<file path="src/rtl/viterbi_decoder_top.sv">
// -----------------------------------------------------------------------------
// viterbi_decoder_top
//   Streaming log-domain HMM Viterbi decoder. After start, one initialisation
//   cycle seeds the path metrics from logC and the first observation. Each
//   accepted observation then costs one max-sum recursion step, which also
//   records the surviving predecessor per state. A termination cycle picks the
//   best final state, and a backtrack walks the survivor memory one step per
//   cycle to fill the decoded path.
//
// Ports
//   clk        in   clock, all state on the rising edge
//   rst_n      in   asynchronous reset, active-high despite the name
//   start      in   begin decode (accepted in IDLE/DONE only); obs_in holds obs 0
//   length     in   sequence length T, sampled on start (0 is treated as 1)
//   obs_in     in   observation symbol
//   obs_valid  in   obs_in valid (consumed only in RECURSE)
//   logA       in   I*I signed W-bit entries, entry i*I+j = log P(j | i)
//   logC       in   I signed W-bit entries, initial log-probabilities
//   logB       in   I*K signed W-bit entries, entry i*K+k = log P(k | i)
//   path       out  N entries of $clog2(I) bits, entry t = state at step t
//   done       out  decode finished, path stable
//   valid_out  out  one-cycle pulse in the first DONE cycle
// -----------------------------------------------------------------------------
module viterbi_decoder_top #(
   parameter int N = 8,
   parameter int I = 3,
   parameter int K = 3,
   parameter int W = 20
) (
   input  logic                       clk,
   input  logic                       rst_n,
   input  logic                       start,
   input  logic [$clog2(N)-1:0]       length,
   input  logic [$clog2(K)-1:0]       obs_in,
   input  logic                       obs_valid,
   input  logic [I*I*W-1:0]           logA,
   input  logic [I*W-1:0]             logC,
   input  logic [I*K*W-1:0]           logB,
   output logic [N*$clog2(I)-1:0]     path,
   output logic                       done,
   output logic                       valid_out
);

   localparam int TW = $clog2(N);
   localparam int SW = $clog2(K);
   localparam int PW = $clog2(I);
   localparam int XW = W + 2;

   // Saturation bounds of the W-bit signed range, expressed at XW bits.
   localparam logic signed [XW-1:0] MAX_X = {3'b000, {(W-1){1'b1}}};
   localparam logic signed [XW-1:0] MIN_X = {3'b111, {(W-1){1'b0}}};

   typedef enum logic [2:0] {
      IDLE    = 3'd0,
      INIT    = 3'd1,
      RECURSE = 3'd2,
      TERM    = 3'd3,
      BACK    = 3'd4,
      DONE    = 3'd5
   } state_t;

   state_t                 state, state_d;
   logic [TW-1:0]          t;
   logic [TW-1:0]          back_idx;
   logic [TW-1:0]          t_len_q;
   logic [TW-1:0]          t_len_in;
   logic [SW-1:0]          obs0_q;
   logic signed [W-1:0]    delta_q [I];
   logic [PW-1:0]          psi_q   [N][I];
   logic [PW-1:0]          path_q  [N];
   logic                   done_q;
   logic                   valid_q;

   // Unpacked views of the flat probability tables.
   logic signed [W-1:0]    a_m [I][I];
   logic signed [W-1:0]    b_m [I][K];
   logic signed [W-1:0]    c_v [I];

   // Per-state results of one recursion step and of the initial step.
   logic signed [W-1:0]    rec_d  [I];
   logic signed [W-1:0]    init_d [I];
   logic [PW-1:0]          win_i  [I];

   logic signed [W-1:0]    term_v;
   logic [PW-1:0]          term_arg;

   function automatic logic signed [XW-1:0] ext(input logic signed [W-1:0] v);
      return {{2{v[W-1]}}, v};
   endfunction

   function automatic logic signed [W-1:0] sat_w(input logic signed [XW-1:0] v);
      if (v > MAX_X) begin
         return MAX_X[W-1:0];
      end else if (v < MIN_X) begin
         return MIN_X[W-1:0];
      end
      return v[W-1:0];
   endfunction

   assign t_len_in = (length == '0) ? TW'(1) : length;

   generate
      for (genvar gi = 0; gi < I; gi++) begin : g_tab
         assign c_v[gi] = logC[gi*W +: W];
         for (genvar gj = 0; gj < I; gj++) begin : g_a
            assign a_m[gi][gj] = logA[(gi*I+gj)*W +: W];
         end
         for (genvar gk = 0; gk < K; gk++) begin : g_b
            assign b_m[gi][gk] = logB[(gi*K+gk)*W +: W];
         end
      end

      // Add-compare-select per destination state j. The compare runs on the
      // unsaturated XW-bit sums so saturation can never create a false tie;
      // only the final metric is saturated back to W bits.
      for (genvar gj = 0; gj < I; gj++) begin : g_acs
         logic signed [XW-1:0] cand [I];
         logic signed [XW-1:0] bx;
         logic [PW-1:0]        bi;

         for (genvar gi = 0; gi < I; gi++) begin : g_cand
            assign cand[gi] = ext(delta_q[gi]) + ext(a_m[gi][gj]);
         end

         always_comb begin
            bx = cand[0];
            bi = '0;
            for (int i = 1; i < I; i++) begin
               // Strict compare keeps the lowest index on ties.
               if (cand[i] > bx) begin
                  bx = cand[i];
                  bi = PW'(i);
               end
            end
         end

         assign rec_d[gj]  = sat_w(bx + ext(b_m[gj][obs_in]));
         assign win_i[gj]  = bi;
         assign init_d[gj] = sat_w(ext(c_v[gj]) + ext(b_m[gj][obs0_q]));
      end

      for (genvar gi = 0; gi < N; gi++) begin : g_path
         assign path[gi*PW +: PW] = path_q[gi];
      end
   endgenerate

   // Best final state for the termination step, lowest index on ties.
   always_comb begin
      term_v   = delta_q[0];
      term_arg = '0;
      for (int j = 1; j < I; j++) begin
         if (delta_q[j] > term_v) begin
            term_v   = delta_q[j];
            term_arg = PW'(j);
         end
      end
   end

   always_comb begin
      state_d = state;
      case (state)
         IDLE, DONE: if (start) state_d = INIT;
         INIT:       state_d = (t_len_q > TW'(1)) ? RECURSE : TERM;
         RECURSE:    if (obs_valid && (t == t_len_q - TW'(1))) state_d = TERM;
         TERM:       state_d = (t_len_q > TW'(1)) ? BACK : DONE;
         BACK:       if (back_idx == TW'(1)) state_d = DONE;
         default:    state_d = IDLE;
      endcase
   end

   always_ff @(posedge clk or posedge rst_n) begin
      if (rst_n) begin
         state <= IDLE;
      end else begin
         state <= state_d;
      end
   end

   always_ff @(posedge clk or posedge rst_n) begin
      if (rst_n) begin
         t        <= '0;
         back_idx <= '0;
         t_len_q  <= TW'(1);
         obs0_q   <= '0;
         done_q   <= 1'b0;
         valid_q  <= 1'b0;
         for (int j = 0; j < I; j++) begin
            delta_q[j] <= '0;
         end
         for (int s = 0; s < N; s++) begin
            path_q[s] <= '0;
            for (int j = 0; j < I; j++) begin
               psi_q[s][j] <= '0;
            end
         end
      end else begin
         // done follows the state register so it rises with the DONE entry.
         done_q  <= (state_d == DONE);
         valid_q <= (state_d == DONE) && (state != DONE);
         case (state)
            IDLE, DONE: begin
               if (start) begin
                  t_len_q  <= t_len_in;
                  obs0_q   <= obs_in;
                  t        <= '0;
                  back_idx <= '0;
                  // Clear so entries beyond T read as 0 after a shorter decode.
                  for (int s = 0; s < N; s++) begin
                     path_q[s] <= '0;
                  end
               end
            end
            INIT: begin
               for (int j = 0; j < I; j++) begin
                  delta_q[j] <= init_d[j];
               end
               t <= TW'(1);
            end
            RECURSE: begin
               if (obs_valid) begin
                  for (int j = 0; j < I; j++) begin
                     delta_q[j]  <= rec_d[j];
                     psi_q[t][j] <= win_i[j];
                  end
                  t <= t + TW'(1);
               end
            end
            TERM: begin
               path_q[t_len_q - TW'(1)] <= term_arg;
               back_idx                 <= t_len_q - TW'(1);
            end
            BACK: begin
               path_q[back_idx - TW'(1)] <= psi_q[back_idx][path_q[back_idx]];
               back_idx                  <= back_idx - TW'(1);
            end
            default: ;
         endcase
      end
   end

   assign done      = done_q;
   assign valid_out = valid_q;

endmodule

</file>
<file path="config.mk">
export PLATFORM = sky130hd
export DESIGN_NAME = viterbi_decoder_top
export DESIGN_NICKNAME = d
export VERILOG_FILES = /design/src/rtl/viterbi_decoder_top.sv
export SDC_FILE = /design/constraint.sdc
export NUM_CORES = 2
export LEC_CHECK = 0
export BUFFER_PORTS_ARGS = -buffer_cell sky130_fd_sc_hd__buf_2
export CAP_MARGIN = 20
export CORE_MARGIN = 2
export CORE_UTILIZATION = 28
export DETAILED_ROUTE_END_ITERATION = 7
export GPL_TIMING_DRIVEN = 1
export SYNTH_ARGS = -nofsm -noshare
export SYNTH_HDL_FRONTEND = slang
export SYNTH_SLANG_ARGS = --single-unit
</file>
<file path="constraint.sdc">
create_clock -name clk -period 29.3 [get_ports clk]
set_input_delay 1.465 -clock clk [delete_from_list [all_inputs] [get_ports clk]]
set_output_delay 1.465 -clock clk [all_outputs]
set_load 0.01 [all_outputs]
</file>
==> reports/metrics.csv <==
stage;metric;value;unit
worst_setup_path;Worst Path Max Fanout;35;
logic_synthesis;sequential-to-total area share from yosys stat;0.121;
placement;Port Buffers;446;
placement;GPL Wtd Cong;0.977;
route;violation count after the first detailed-route iteration;2512;
grt;largest net degree at the start of global routing;76;
floorplan;I/O pin count;447;
route;Final ANT Viol Nets;0;
sta;actual slew at the worst max-slew pin;1.07;ns
route;WL per Instance;23.4;um
sta;RSZ-0062 raised after global routing;no;
clocking;clock-pin slew on the worst setup and hold paths;0.07;ns
sta;Max Freq;82.1;MHz
clocking;later-pin clock latency in the skew report;0.48;ns
grt;GR Util All Layers;0.236;
worst_setup_path;CP max stage delay;0.88;ns
grt;GR Overflow Total;0;
sta;Clock Skews;0.0148;ns
outcome;failing checks;DRC;
logic_synthesis;Post-Synthesis Cells;3788;
finish;nets;5079;
sta;setup total negative slack;0;ns
logic_synthesis;synth warn;0;
sta;final worst-path cycle share;0.416;
clocking;Post-CTS Setup Inserts;0;
job;Max-Cap Viols;0;
clocking;clk buf depth;2;
floorplan;FP Rows;117;
outcome;outcome;finished with violations;
logic_synthesis;asr flop ratio synth;1.00;
logic_synthesis;number of synthesized flops with an enable pin;0;
clocking;PostCTS Resize Cnt;0;
clocking;Hold Buf Count CTS;0;
clocking;TritonCTS buffer count;17;
finish;layout cells sized above 1;0.141;
clocking;Clock Sink Count;140;
worst_hold_path;Min-Delay Path Class;reg2reg;
sta;slew margin rel.;0.277;
logic_synthesis;post-synth cell types;91;
route;drt pass-1 iters;8;
finish;Fill cells;11100;
clocking;CTS tree;yes;
route;final WL;130000;um
sta;Final WS setup;17.11;ns
floorplan;height of the die;325;um
sta;hold slack;0.478;ns
finish;Synth-to-Final Area Change;15.0;%
grt;first-pass GRT wire length;186000;um
route;detailed-route via count;30900;
sta;fin. max-slew vios;0;
floorplan;die width;325;um
worst_setup_path;crit path capture type;flip-flop;
floorplan;Initial Utilization;0.283;
sta;final setup fails;0;
worst_hold_path;worst hold stages;2;
worst_setup_path;Setup Crit Path Kind;in2reg;
finish;Util after Layout;0.326;
logic_synthesis;flops & latches, synth;140;
grt;vias in the first global route;29000;
worst_setup_path;CP required;29.70;ns
clocking;clock tree root buffer cell;clkbuf_16;
logic_synthesis;Syn Nets;4709;
placement;dpl hpwl;106000;um
logic_synthesis;Avg Inst Size Synth;7.64;sq um
clocking;CTS H-tree depth;4;
worst_setup_path;CP max-delay cell;a31oi_4;
floorplan;Die ar.;106000;sq um
worst_setup_path;worst reg2reg path depth;41;
logic_synthesis;ys flop type;dfrtp_1;
sta;Final Hold Vio Count;0;
route;# DRC;4;
sta;minimum clock period after layout;12.19;ns
floorplan;core area;102000;sq um
worst_setup_path;Arr. time, crit path;12.59;ns
route;vias per inst;5.57;
logic_synthesis;synthesized area;28900;sq um
grt;initial antenna violation count;22;
worst_setup_path;CP Launch Type;primary input;
placement;Place WS;16.55;ns
logic make-up (layout without fill, tap and decap cells):
logic type	after synthesis	after routing	synth area share
XOR/XNOR	243	243	0.0735
adder cells (fa/ha/maj)	494	494	0.217
AND/OR/NAND/NOR	1089	1089	0.173
buffers and inverters	312	695	0.0420
other	0	7	0
AO/OA/AOI/OAI	1270	1270	0.282
multiplexers	240	240	0.0908
flip-flops	140	140	0.121
per-stage QoR:
| stage | instance area [sq um] | cells |
|---|---|---|
| 3_5_place_dp | 32600 | 5506 |
| 5_1_grt | 33300 | 5543 |
| 6_report | 33300 | 5546 |
| 2_1_floorplan | 28900 | 3788 |
| 3_3_place_gp | 32600 | 5506 |
| 4_1_cts | 33200 | 5538 |
final timing paths:
path | from | to | slack [ns]
max | logA[40] | delta_q[16] | 17.11
min | psi_q[22] | psi_q[22] | 0.48
max reg2reg | delta_q[41] | delta_q[16] | 17.16
min reg2reg | psi_q[22] | psi_q[22] | 0.48
max in group asynchronous | rst_n | obs0_q[0] | 26.58
min in group asynchronous | rst_n | t_len_q[2] | 1.10
cell usage in the layout (no fill, tap or decap), drive strengths merged, types with 25 or more instances in the layout:
| cell type | count |
|---|---|
| xnor2 | 164 |
| ha | 477 |
| nor2 | 267 |
| nand4 | 38 |
| o21ai | 311 |
| nand2 | 415 |
| a21o | 139 |
| inv | 190 |
| nand3 | 63 |
| o221ai | 25 |
| buf | 477 |
| a31oi | 34 |
| a21oi | 357 |
| nor3 | 76 |
| mux2i | 204 |
| o22ai | 34 |
| nor2b | 59 |
| a211oi | 43 |
| o21bai | 38 |
| o21a | 70 |
| xor2 | 79 |
| dfrtp | 139 |
| nand2b | 55 |
cell type report:
type,count,area [sq um],area share
antenna,7,17.5,0.000526
clock buffer,21,450,0.0135
clock inverter,11,135,0.00406
inverter,186,703,0.0211
multi-input combinational,3336,24300,0.729
sequential,140,3510,0.105
tap,1368,1710,0.0514
timing repair buffer,477,2490,0.0748
worst max-delay path, delay by kind of cell:
kind | cells | cell delay (ns)
buffers and inverters | 3 | 0.31
adders and majority gates | 5 | 1.60
and+or+nand+nor | 11 | 2.00
AOI/OAI and AO/OA | 22 | 6.52
xor gates and xnor gates | 1 | 0.26
muxes | 1 | 0.42
synthesized netlist by cell type (all sizes together), types with 19 or more instances:
| cell type | number | area (sq um) |
|---|---|---|
| nor2b | 59 | 369 |
| a31oi | 34 | 228 |
| o21bai | 38 | 285 |
| xor2 | 79 | 692 |
| a21o | 139 | 1040 |
| a222oi | 19 | 190 |
| o211ai | 24 | 180 |
| a21oi | 357 | 1790 |
| o22ai | 34 | 213 |
| nand2b | 55 | 344 |
| nand2 | 415 | 1560 |
| nor2 | 267 | 1000 |
| mux2 | 20 | 225 |
| dfrtp | 139 | 3480 |
| clkbuf | 104 | 392 |
| o31ai | 19 | 143 |
| buf | 22 | 126 |
| nand3 | 63 | 315 |
| inv | 186 | 698 |
| o221ai | 25 | 236 |
| xnor2 | 164 | 1440 |
| o21ai | 311 | 1560 |
| mux2i | 204 | 2040 |
| a211oi | 43 | 328 |
| nand4 | 38 | 238 |
| nor3 | 76 | 380 |
| ha | 477 | 5970 |
| o21a | 70 | 526 |
| and3 | 24 | 150 |
flip-flops by register name, summed over array words and instances, names as in the netlist:
register / flops
back_idx: 3
delta_q: 60
done: 1
obs0_q: 2
path: 16
psi_q: 48
state: 3
t: 3
t_len_q: 3
valid_out: 1
per-layer routing:
layer	wire length, um	share of wire	GRT usage	vias to the layer above
li1	-	-	-	14800
met4	5560	0.043	0.0957	18
met2	58200	0.45	0.381	1184
met1	55800	0.43	0.309	14600
met5	114	0.00088	0	-
met3	9890	0.076	0.0421	222
Power is left out: the tool's default activity adds up to more than one toggle a clock period on the data nets, which glitch-free logic cannot reach.
